$ cat src/rtl/load_store_unit.sv
// RV32I load/store unit: turns EX-stage loads/stores into a req/ack data-memory transaction.
// Optional macro LSU_MISALIGN_TRAP_EN traps misaligned halfword/word accesses without touching memory.
module load_store_unit #(
    parameter int DATA_WIDTH     = 32,
    parameter int TIMEOUT_CYCLES = 16
) (
    input  logic                  clk,
    input  logic                  reset,
    input  logic                  valid_i,
    input  logic                  MemRead,
    input  logic                  MemWrite,
    input  logic [2:0]            Funct3,
    input  logic [DATA_WIDTH-1:0] ALUResult,
    input  logic [DATA_WIDTH-1:0] WriteData,
    output logic                  stall_o,
    output logic                  done_o,
    output logic                  err_o,
    output logic [DATA_WIDTH-1:0] ReadData,
    output logic                  mem_req,
    output logic                  mem_we,
    output logic [DATA_WIDTH-1:0] mem_addr,
    output logic [3:0]            mem_be,
    output logic [DATA_WIDTH-1:0] mem_wdata,
    input  logic                  mem_ack,
    input  logic [DATA_WIDTH-1:0] mem_rdata
);

`ifdef LSU_MISALIGN_TRAP_EN
    typedef enum logic [1:0] {S_IDLE, S_REQ, S_RESP, S_ERR} state_t;
`else
    typedef enum logic [1:0] {S_IDLE, S_REQ, S_RESP} state_t;
`endif

    localparam logic [31:0] TIMEOUT_LAST = (TIMEOUT_CYCLES > 0) ? 32'(TIMEOUT_CYCLES - 1) : 32'd0;

    state_t                  r_state;
    state_t                  w_nextState;
    logic [31:0]             r_waitCnt;
    logic [2:0]              r_f3;
    logic [1:0]              r_lane;
    logic                    r_memReq;
    logic                    r_memWe;
    logic [DATA_WIDTH-1:0]   r_memAddr;
    logic [3:0]              r_memBe;
    logic [DATA_WIDTH-1:0]   r_memWdata;
    logic                    r_done;
    logic                    r_err;
    logic [DATA_WIDTH-1:0]   r_readData;

    logic                    w_accept;
    logic                    w_timeout;
    logic [3:0]              w_be;
    logic [DATA_WIDTH-1:0]   w_wdata;
    logic [7:0]              w_byte;
    logic [15:0]             w_half;
    logic [DATA_WIDTH-1:0]   w_loadData;

    assign w_accept  = (r_state == S_IDLE) && valid_i && (MemRead || MemWrite);
    assign w_timeout = (TIMEOUT_CYCLES != 0) && (r_waitCnt == TIMEOUT_LAST);

`ifdef LSU_MISALIGN_TRAP_EN
    logic w_misaligned;
    assign w_misaligned = ((Funct3[1:0] == 2'b01) && ALUResult[0]) ||
                          (Funct3[1] && (ALUResult[1:0] != 2'b00));
`endif

    // Store lane steering; stray low address bits of a halfword/word are simply dropped here
    always_comb begin
        w_be    = 4'b1111;
        w_wdata = '0;
        if (MemWrite) begin
            w_wdata = WriteData;
            case (Funct3[1:0])
                2'b00: begin
                    w_be    = 4'b0001 << ALUResult[1:0];
                    w_wdata = {4{WriteData[7:0]}};
                end
                2'b01: begin
                    w_be    = ALUResult[1] ? 4'b1100 : 4'b0011;
                    w_wdata = {2{WriteData[15:0]}};
                end
                default: ;
            endcase
        end
    end

    always_comb begin
        w_byte = mem_rdata[7:0];
        case (r_lane)
            2'd1:    w_byte = mem_rdata[15:8];
            2'd2:    w_byte = mem_rdata[23:16];
            2'd3:    w_byte = mem_rdata[31:24];
            default: w_byte = mem_rdata[7:0];
        endcase
        w_half = r_lane[1] ? mem_rdata[31:16] : mem_rdata[15:0];
        // Funct3[2] selects zero extension (LBU/LHU)
        case (r_f3[1:0])
            2'b00:   w_loadData = {{24{w_byte[7] & ~r_f3[2]}}, w_byte};
            2'b01:   w_loadData = {{16{w_half[15] & ~r_f3[2]}}, w_half};
            default: w_loadData = mem_rdata;
        endcase
    end

    always_ff @(posedge clk) begin
        if (reset) r_state <= S_IDLE;
        else       r_state <= w_nextState;
    end

    always_comb begin
        w_nextState = r_state;
        stall_o     = 1'b0;
        case (r_state)
            S_IDLE: begin
                if (w_accept) begin
                    stall_o = 1'b1;
`ifdef LSU_MISALIGN_TRAP_EN
                    w_nextState = w_misaligned ? S_ERR : S_REQ;
`else
                    w_nextState = S_REQ;
`endif
                end
            end
            S_REQ: begin
                stall_o = 1'b1;
                if (mem_ack || w_timeout) w_nextState = S_RESP;
            end
            S_RESP: w_nextState = S_IDLE;
`ifdef LSU_MISALIGN_TRAP_EN
            S_ERR:  w_nextState = S_RESP;
`endif
            default: w_nextState = S_IDLE;
        endcase
    end

    always_ff @(posedge clk) begin
        if (reset) begin
            r_waitCnt  <= '0;
            r_f3       <= '0;
            r_lane     <= '0;
            r_memReq   <= 1'b0;
            r_memWe    <= 1'b0;
            r_memAddr  <= '0;
            r_memBe    <= '0;
            r_memWdata <= '0;
            r_done     <= 1'b0;
            r_err      <= 1'b0;
            r_readData <= '0;
        end else begin
            r_done <= 1'b0;
            r_err  <= 1'b0;
            case (r_state)
                S_IDLE: begin
                    if (w_accept) begin
                        r_memAddr  <= {ALUResult[DATA_WIDTH-1:2], 2'b00};
                        r_memBe    <= w_be;
                        r_memWdata <= w_wdata;
                        r_memWe    <= MemWrite;
                        r_f3       <= Funct3;
                        r_lane     <= ALUResult[1:0];
                        r_waitCnt  <= '0;
                        r_memReq   <= (w_nextState == S_REQ);
                    end
                end
                S_REQ: begin
                    r_waitCnt <= r_waitCnt + 32'd1;
                    // An ack in the final timeout cycle still completes normally
                    if (mem_ack) begin
                        r_memReq   <= 1'b0;
                        r_done     <= 1'b1;
                        r_readData <= r_memWe ? '0 : w_loadData;
                    end else if (w_timeout) begin
                        r_memReq   <= 1'b0;
                        r_done     <= 1'b1;
                        r_err      <= 1'b1;
                        r_readData <= '0;
                    end
                end
`ifdef LSU_MISALIGN_TRAP_EN
                S_ERR: begin
                    r_done     <= 1'b1;
                    r_err      <= 1'b1;
                    r_readData <= '0;
                end
`endif
                default: ;
            endcase
        end
    end

    assign mem_req   = r_memReq;
    assign mem_we    = r_memWe;
    assign mem_addr  = r_memAddr;
    assign mem_be    = r_memBe;
    assign mem_wdata = r_memWdata;
    assign done_o    = r_done;
    assign err_o     = r_err;
    assign ReadData  = r_readData;

endmodule

$ cat config.mk
export PLATFORM = sky130hd
export DESIGN_NAME = load_store_unit
export DESIGN_NICKNAME = d
export VERILOG_FILES = /design/src/rtl/load_store_unit.sv
export SDC_FILE = /design/constraint.sdc
export NUM_CORES = 1
export LEC_CHECK = 0
export BUFFER_PORTS_ARGS = -buffer_cell sky130_fd_sc_hd__buf_4
export CORE_MARGIN = 2
export CORE_UTILIZATION = 52
export DETAILED_ROUTE_END_ITERATION = 8
export PLACE_DENSITY = 0.79
export SLEW_MARGIN = 20
export SYNTH_ARGS = -nofsm -noshare
export SYNTH_HDL_FRONTEND = slang
export SYNTH_SLANG_ARGS = --single-unit
export TNS_END_PERCENT = 20
$ cat constraint.sdc
create_clock -name clk -period 2.2 [get_ports clk]
set_input_delay 0.11 -clock clk [delete_from_list [all_inputs] [get_ports clk]]
set_output_delay 0.11 -clock clk [all_outputs]
set_load 0.05 [all_outputs]
Yosys cells after proc, flatten, opt, wreduce, memory -nomap -nowiden
Cells that the tools add are included.
{"block": "totals", "regBits": 141, "latch_bits": 0, "mem_bits_rw": 0, "rom_bits": 0, "in_bits": 105, "word_cells": 67, "mem_count": 0}
{"block": "classes", "addsub": 1, "mul": 0, "n_div": 0, "magnitude_cmp": 0, "eq_ne": 10, "shift": 1, "muxes": 24, "n_bitwise": 4, "reduce_logical": 15}
{"op": "$pmux 32 s2", "count": 3}
{"op": "$mux 32", "count": 5}
{"op": "$add 32x1->32 const B", "count": 1}
{"op": "$eq 32x4->1 const B", "count": 1}
{"op": "$pmux 8 s3", "count": 1}
{"op": "$mux 16", "count": 1}
{"op": "$eq 2x1->1 const B", "count": 5}
{"op": "$mux 4", "count": 2}
{"op": "$pmux 4 s2", "count": 1}
{"op": "$logic_not 2->1", "count": 3}
{"op": "$mux 1", "count": 6}
{"op": "$reduce_and 2->1", "count": 3}
{"op": "$eq 2x2->1 const B", "count": 2}
{"op": "$mux 2", "count": 2}
{"op": "$pmux 1 s2", "count": 2}
{"op": "$pmux 2 s2", "count": 1}
{"op": "$reduce_bool 2->1", "count": 2}
{"op": "$shl 1x2->4 const A", "count": 1}
{"op": "$ne 3x3->1 const B", "count": 1}
{"op": "$reduce_and 3->1", "count": 1}
{"op": "$reduce_or 3->1", "count": 1}
{"op": "$and 1x1->1", "count": 2}
{"op": "$logic_and 1x1->1", "count": 2}
{"op": "$logic_or 1x1->1", "count": 2}
{"op": "other kinds (3)", "count": 4}

Longest topological paths before layout
Gate-level depths: netlist of run 1.
{"block": "depth", "ltp_word": 8, "depth_mapped": 8, "mapped_depth_nobuf": 5}

Least setup slack after synthesis of run 1
OpenSTA, ideal clock, no wires.
{"block": "synth_path", "path_kind": "register to register", "start": "register r_waitCnt[0]", "end": "register r_waitCnt[26]", "setup_ps": 121, "arrival_time_ps": 1691, "required_ps": 2079, "slack_ps": 388, "stages_incl_launch_ff": 8, "n_path_buf": 2, "synth_period_minus_slack_ps": 1812, "path_cell_list": "dfxtp_1 > ha_1 > and3_1 > buf_2 > nand2_1 > clkbuf_1 > nor4_1 > mux2_2"}
{"block": "synth_between", "elab_chain_cells": 2}
{"element": "start: declaration", "line_no": "38", "text": "logic [31:0] r_waitCnt;"}
{"element": "start signal: assignment", "line_no": "165", "text": "r_waitCnt <= r_waitCnt + 32'd1;"}
{"element": "$add 32x1->32", "line_no": "165"}
{"element": "$pmux 32 s2", "line_no": "151", "text": "case (r_state)"}
Every way passes these cells.
A chain may end at the register's enable or synchronous reset.

Worst setup path in the final report of run 1
{"block": "layout_path", "start": "register r_waitCnt[0]", "end": "register r_waitCnt[28]"}
The elaborated chain is that of the path after synthesis.

==> results of run 1 <==
[registers in the layout (all words and copies together), names as in the netlist]
signal / flops
ReadData: 32
mem_wdata: 32
r_waitCnt: 32
mem_addr: 30
mem_be: 4
r_f3: 3
r_lane: 2
r_state: 2
done_o: 1
err_o: 1
mem_req: 1
mem_we: 1
[per-layer routing]
metal | vias up | track usage [%]
li1 | 3428 | -
met1 | 3417 | 37.1
met2 | 300 | 49.5
met3 | 44 | 9.58
met4 | 0 | 9.52
met5 | - | 0
[worst max-delay path: stages, from the launching register on]
cell and delay (ns):
dfxtp_1 0.38, ha_1 0.18, and3_1 0.27, nand2_1 0.27, nor4_1 0.38, mux2_2 0.37
[cell type report]
type	instances	area (um^2)
inverters	21	78.8
clock buffers	19	453
multi-input cells	574	3640
fillers	978	3550
repair buffers	272	2180
clock inverters	13	134
well taps	176	220
flip-flops and latches	141	2820
[power by group]
part	switching [W]	total, W	internal [W]
Combinational	0.000911	0.00144	0.000529
Sequential	0.0000747	0.00274	0.00267
Clock	0.00118	0.00283	0.00164
Total	0.00217	0.00701	0.00484
[through the flow]
step                setup slack, ns  instance area [um^2]  hold WS, ns
finish                        0.245                  9530       0.0156
global route                 0.0813                  9530       0.0302
CTS                           0.211                  9520      0.00281
detailed placement            0.239                  8520        0.366
global placement              0.314                  8520        0.356
floorplan                     0.388                  6880        0.246
[cells in the final DEF, fill, tap and decap left out, types with 3 or more instances in the layout]
| master | n |
|---|---|
| inv_1 | 20 |
| nand2_1 | 103 |
| nor2b_1 | 17 |
| inv_6 | 3 |
| nor2_1 | 42 |
| nand4_1 | 12 |
| or3_1 | 23 |
| clkinv_4 | 7 |
| o311ai_0 | 23 |
| and3_1 | 4 |
| a21oi_1 | 90 |
| a22oi_1 | 9 |
| clkbuf_16 | 17 |
| o211ai_1 | 7 |
| a31oi_1 | 9 |
| mux2_2 | 24 |
| o21ai_0 | 15 |
| dlygate4sd3_1 | 41 |
| mux2i_1 | 24 |
| or2_2 | 3 |
| a311oi_1 | 3 |
| nor3_1 | 4 |
| nand2b_1 | 5 |
| nor3b_1 | 12 |
| or4_1 | 9 |
| o221ai_1 | 14 |
| a221oi_1 | 28 |
| a21boi_0 | 8 |
| nor4_1 | 13 |
| dfxtp_1 | 141 |
| buf_4 | 228 |
| and4_1 | 4 |
| buf_12 | 3 |
| a221oi_2 | 5 |
| nand3_1 | 34 |
[cell families (layout without fill, tap and decap cells)]
kind of cell | count (synthesis) | in the layout | synth area share (%)
AOI/OAI and AO/OA | 221 | 221 | 22.0
other | 1 | 2 | 0.0545
xor gates and xnor gates | 1 | 1 | 0.127
adders and majority gates | 1 | 1 | 0.182
buffers and inverters | 99 | 325 | 6.06
muxes | 50 | 50 | 8.08
DFF | 141 | 141 | 41.1
and+or+nand+nor | 299 | 299 | 22.4
[final timing paths]
check                            startpoint                         end  slack [ns]  cells past startpoint
hold reg to reg   mem_wdata[6]$_SDFFE_PP0P_   mem_wdata[6]$_SDFFE_PP0P_        0.45                      2
setup reg to reg  r_waitCnt[0]$_SDFFE_PP0P_  r_waitCnt[28]$_SDFFE_PP0P_        0.25                      5
hold / removal                 mem_rdata[9]    ReadData[9]$_SDFFE_PP0P_        0.02                      3
setup / recovery  r_waitCnt[0]$_SDFFE_PP0P_  r_waitCnt[28]$_SDFFE_PP0P_        0.25                      5
[timing repair]
action,4_1_cts,5_1_grt
hold endpoints to repair,42,0
endpoints found under the setup margin,0,3
setup buffers,0,2
hold buffers,41,0
==> summary.md, run 1 <==
| Metric | Value |
|---|---|
| Htree depth | 4 |
| Post-synth ARST share | 0% |
| Clock sink count | around 140 |
| DRT Pass-1 Iters | 6 |
| Met3 routed WL | 1890 um |
| Syn Area/Cell | approximately 8.5 um^2 |
| HPWL after DPL | between 10000 and 15000 um |
| CTS Buffer Depth | 2 |
| Pin count of the biggest net entering global routing | approximately 170 |
| Die Y | about 120 um |
| Fin Setup TNS | 0 ns |
| Via density | 5.91 |
| Max Cap Viol | 0 |
| Initial antenna violation count | 0 |
| Synth area leader | dfxtp_1 |
| Dominant cells by area after synthesis | dfxtp_1 41%, a21oi_1 6.6%, nand2_1 5.7% |
| Fin util | between 70% and 80% |
| # IOs | 210 |
| Cell Rows | 42 |
| Leakage | 3.78 nW |
| Max Freq | 0.512 GHz |
| RSZ-0062 raised after global routing | no |
| Port Buffers | between 200 and 250 |
| Clk_skew | about 0.0073 ns |
| Placed cell count | between 1000 and 1500 |
| Layout cells sized above 1 | 29.6% |
| Later-pin clock latency in the skew report | between 0.4 and 0.5 ns |
| Core ar. | between 10000 and 15000 um^2 |
| Mapped Cells | just over 800 |
| Post-synthesis sequential area ratio | about two fifths |
| Most used DFF post-synth | dfxtp_1 |
| Initial Utilization | between 50 and 60% |
| DIE AREA | approximately 14000 um^2 |
| Final wirelength | 21300 um |
| GRT Overall Usage | ~30% |
| CP required | between 2 and 3 ns |
| Most common cell in the netlist | dfxtp_1 |
| Synthesized area | around 6900 um^2 |
| Iteration-0 DRC count of the detailed router | between 600 and 700 |
| Fin. max-slew vios | 0 |
| Fin cells | between 1000 and 1500 |
| Pwr dens | 735 nW/um^2 |
| Remaining global-route overflow | 0 |
| Warnings from Yosys | 0 |
| # setup viols final | 0 |
| Root buffer cell | clkbuf_16 |
| PostCTS Resize Cnt | 0 |
| Top sig layer | met4 |
| Slew headroom | roughly 50% |
| Synth-to-Final Area Change | 38.7% |
| EDFF count, synth | 0 |
| FF+latch count, synth | ~140 |
| N_diodes | 0 |
| Final period utilization | around nine tenths |
| Vias in the first global route | just under 7000 |
| Most frequent cells after synthesis | 141 x dfxtp_1, 104 x nand2_1, 90 x a21oi_1 |
| Final Wtd Congestion | about 0.95 |
| Via count | roughly 7200 |
| Post-route ant nets | 0 |
| Outcome | complete, no violations |
| Clock slew at reported path FFs | ~0.060 ns |
| Wire length per cell | between 15 and 20 um |
| # DRC | 0 |
| Die Wd | between 100 and 150 um |
| Fin. Hold Viols | 0 |
| CTS tree | done |
| CP arrival | ~2.3 ns |
| Hold Crit Class | input port to flop |
| Final Critical Period | between 1.5 and 2 ns |
| Met2 wire len | 10300 um |
| Crit path max fanout | 12 |
| Post-synth top area share | between 40% and 50% |
| Total Power | between 0.007 and 0.008 W |
| Synth unique cells | 59 |
| Max rail drop VDD | between 0.7 and 0.8 mV |
| DRT met1 WL | 8700 um |
| First-pass GRT wire length | approximately 35000 um |
| Critical Path Source Type | flop |
| Worst setup EP type | flop |
| Clock buffer count from CTS | 17 |
| Worst-Margin Slew | around 0.73 ns |
| Nets@finish | roughly 1100 |
| CP Class | flop to flop |
Note: power is estimated with default switching activity, not from simulation.
==> run 2: changes to the inputs <==
CORE_MARGIN = 4   (was 2)
CORE_UTILIZATION = 53   (was 52)
CTS_BUF_LIST = sky130_fd_sc_hd__clkbuf_4 sky130_fd_sc_hd__clkbuf_8   (was not set)
PLACE_DENSITY = 0.8   (was 0.79)
==> summary.md, run 2 (synthesis gave the netlist of run 1 again) <==
| Metric | Value |
|---|---|
| Die Wd | 122 um (+2.4%) |
| Die Y | 122 um (+2.4%) |
| First-pass GRT wire length | 34800 um (+0.74%) |
| # setup viols final | 0 (unchanged) |
| Worst-Margin Slew | 0.698 ns (-0.0300 ns) |
| Layout cells sized above 1 | 29.3% (-0.34 points) |
| Fin cells | 1231 (+1.2%) |
| Pwr dens | 667 nW/um^2 (-9.3%) |
| RSZ-0062 raised after global routing | no |
| Fin. max-slew vios | 0 (unchanged) |
| Slew headroom | 53.5% (+2.0 points) |
| Clock slew at reported path FFs | 0.08 ns (+0.02 ns) |
| Final Wtd Congestion | 0.954 (+0.88%) |
| # DRC | 0 (unchanged) |
| Wire length per cell | 17.6 um (+0.62%) |
| Worst setup EP type | flop |
| # IOs | 210 (unchanged) |
| Remaining global-route overflow | 0 (unchanged) |
| Initial Utilization | 54.3% (+1.7 points) |
| Via density | 5.95 (+0.71%) |
| N_diodes | 0 (unchanged) |
| Vias in the first global route | 7094 (+2.5%) |
| Cell family with most CP delay | simple AND/OR/NAND/NOR gates |
| Final period utilization | 88.8% (about the same) |
| Max Cap Viol | 0 (unchanged) |
| Fin area | 9560 um^2 (+0.26%) |
| DRT Pass-1 Iters | 5 (-1) |
| Hold Crit Class | input port to flop |
| Clock sink count | 141 (unchanged) |
| Worst R2R Setup Slack | 0.25 ns (about the same) |
| CP required | 2.58 ns (+0.07 ns) |
| Initial antenna violation count | 0 (unchanged) |
| Hold WS | 0.00149 ns (-0.0141 ns) |
| Outcome | complete, no violations |
| Synth-to-Final Area Change | 39.0% |
| Max Freq | 0.512 GHz (about the same) |
| Fin. Hold Viols | 0 (unchanged) |
| GRT Overall Usage | 29.0% (-0.95 points) |
| Placed cell count | 1140 (-0.088%) |
| Nets@finish | 1154 (+1.9%) |
| Final Critical Period | 1.95 ns (-0.00111 ns) |
| Slowest cell on crit path | or4_1 |
| Critical Path Source Type | flop |
| Core ar. | 12700 um^2 (-3.2%) |
| Fin Setup TNS | 0 ns (unchanged) |
| Cell Rows | 41 (-2.4%) |
| CTS tree | done |
| CP arrival | 2.34 ns (+0.07 ns) |
| Pin count of the biggest net entering global routing | 168 (unchanged) |
| Critical-path cell list | and4_4 > nand4_2 > buf_4 > or4_1 > a21oi_1 |
| Final wirelength | 21700 um (+1.9%) |
| Crit path max fanout | 16 (+4) |
| Iteration-0 DRC count of the detailed router | 594 (-7.9%) |
| Most common cell after layout, fill and taps aside | buf_4 |
| Port Buffers | 207 (unchanged) |
| Post-route ant nets | 0 (unchanged) |
| CTS Buffer Depth | 2 (unchanged) |
| Leakage | 3.78 nW (+0.16%) |
| Most frequent cells in the layout | 231 x buf_4, 141 x dfxtp_1, 103 x nand2_1 |
| DIE AREA | 14900 um^2 (+5.0%) |
| Clock buffer count from CTS | 17 (unchanged) |
| Fillers | 877 (-10%) |
| Max rail drop VDD | 0.493 mV (-31%) |
| Htree depth | 4 (unchanged) |
| CP Class | flop to flop |
| Root buffer cell | clkbuf_8 |
| Via count | 7329 (+1.9%) |
| CP bufs+invs | 1 (+1) |
| DP Area | 8550 um^2 (+0.35%) |
| Max incr delay on CP | 0.51 ns (+0.13 ns) |
| Clk_skew | 0.0109 ns (+0.00365 ns) |
| HPWL after DPL | 13900 um (+6.5%) |
| PostCTS Resize Cnt | 0 (unchanged) |
| Later-pin clock latency in the skew report | 0.46 ns (+0.03 ns) |
| Total Power | 0.00638 W (-9.1%) |
-- run 2: cell types whose count changed in the layout (fill, tap and decap cells not counted) --
cell / previous run / this run
clkbuf_16: 17 / 0
dlygate4sd3_1: 41 / 58
clkbuf_8: 2 / 18
clkinv_4: 7 / 2
buf_4: 228 / 231
bufinv_16: 1 / 3
clkbuf_4: 0 / 2
clkinvlp_4: 0 / 2
inv_6: 3 / 1
buf_12: 3 / 4
clkinv_2: 1 / 2
inv_8: 1 / 0
-- run 2: final cells by class --
type                    instances  area [um^2]  area share, %
clock buffers                  20          263           2.75
clock inverters                10          141           1.48
inverters                      21         78.8          0.825
multi-input cells             574         3640           38.1
flip-flops and latches        141         2820           29.5
well taps                     172          215           2.25
repair buffers                293         2390           25.1
-- run 2: final timing paths --
kind                             start                         end  cells after the start
max          r_waitCnt[8]$_SDFFE_PP0P_  r_waitCnt[18]$_SDFFE_PP0P_                      5
min                       mem_rdata[8]    ReadData[8]$_SDFFE_PP0P_                      3
max reg2reg  r_waitCnt[8]$_SDFFE_PP0P_  r_waitCnt[18]$_SDFFE_PP0P_                      5
min reg2reg  mem_addr[22]$_SDFFE_PP0P_   mem_addr[22]$_SDFFE_PP0P_                      2
-- run 2: layer usage --
layer	up-vias	global-route usage [%]	wire, um
met1	3467	35.1	8630
met5	-	0	0
met2	348	47.9	10500
met4	0	10.2	510
met3	51	10.2	2060
li1	3463	-	-
-- run 2: what timing repair did --
action	4_1_cts	5_1_grt
hold buffers	57	1
hold endpoints to repair	62	1
setup endpoints to repair	0	4
setup buffers	0	3
-- run 2: report_power, final --
| part | internal, W | switching [W] |
|---|---|---|
| clock network | 0.00116 | 0.000998 |
| logic | 0.000558 | 0.000912 |
| registers | 0.00267 | 0.0000759 |
| total | 0.00439 | 0.00199 |
-- run 2: worst reg2reg max path, delay by kind of cell, from the launching register on --
family | cells | cell delay, ns
AO/OA/AOI/OAI | 1 | 0.16
buffers and inverters | 1 | 0.26
flip-flops | 1 | 0.44
AND/OR/NAND/NOR | 3 | 1.01
-- run 2: through the flow --
step / setup slack, ns / utilization [%]
6_report: 0.246 / 75.4
5_1_grt: 0.111 / 75.4
3_3_place_gp: 0.250 / 67.5
3_5_place_dp: 0.141 / 67.5
4_1_cts: 0.133 / 75.2
2_1_floorplan: 0.388 / -
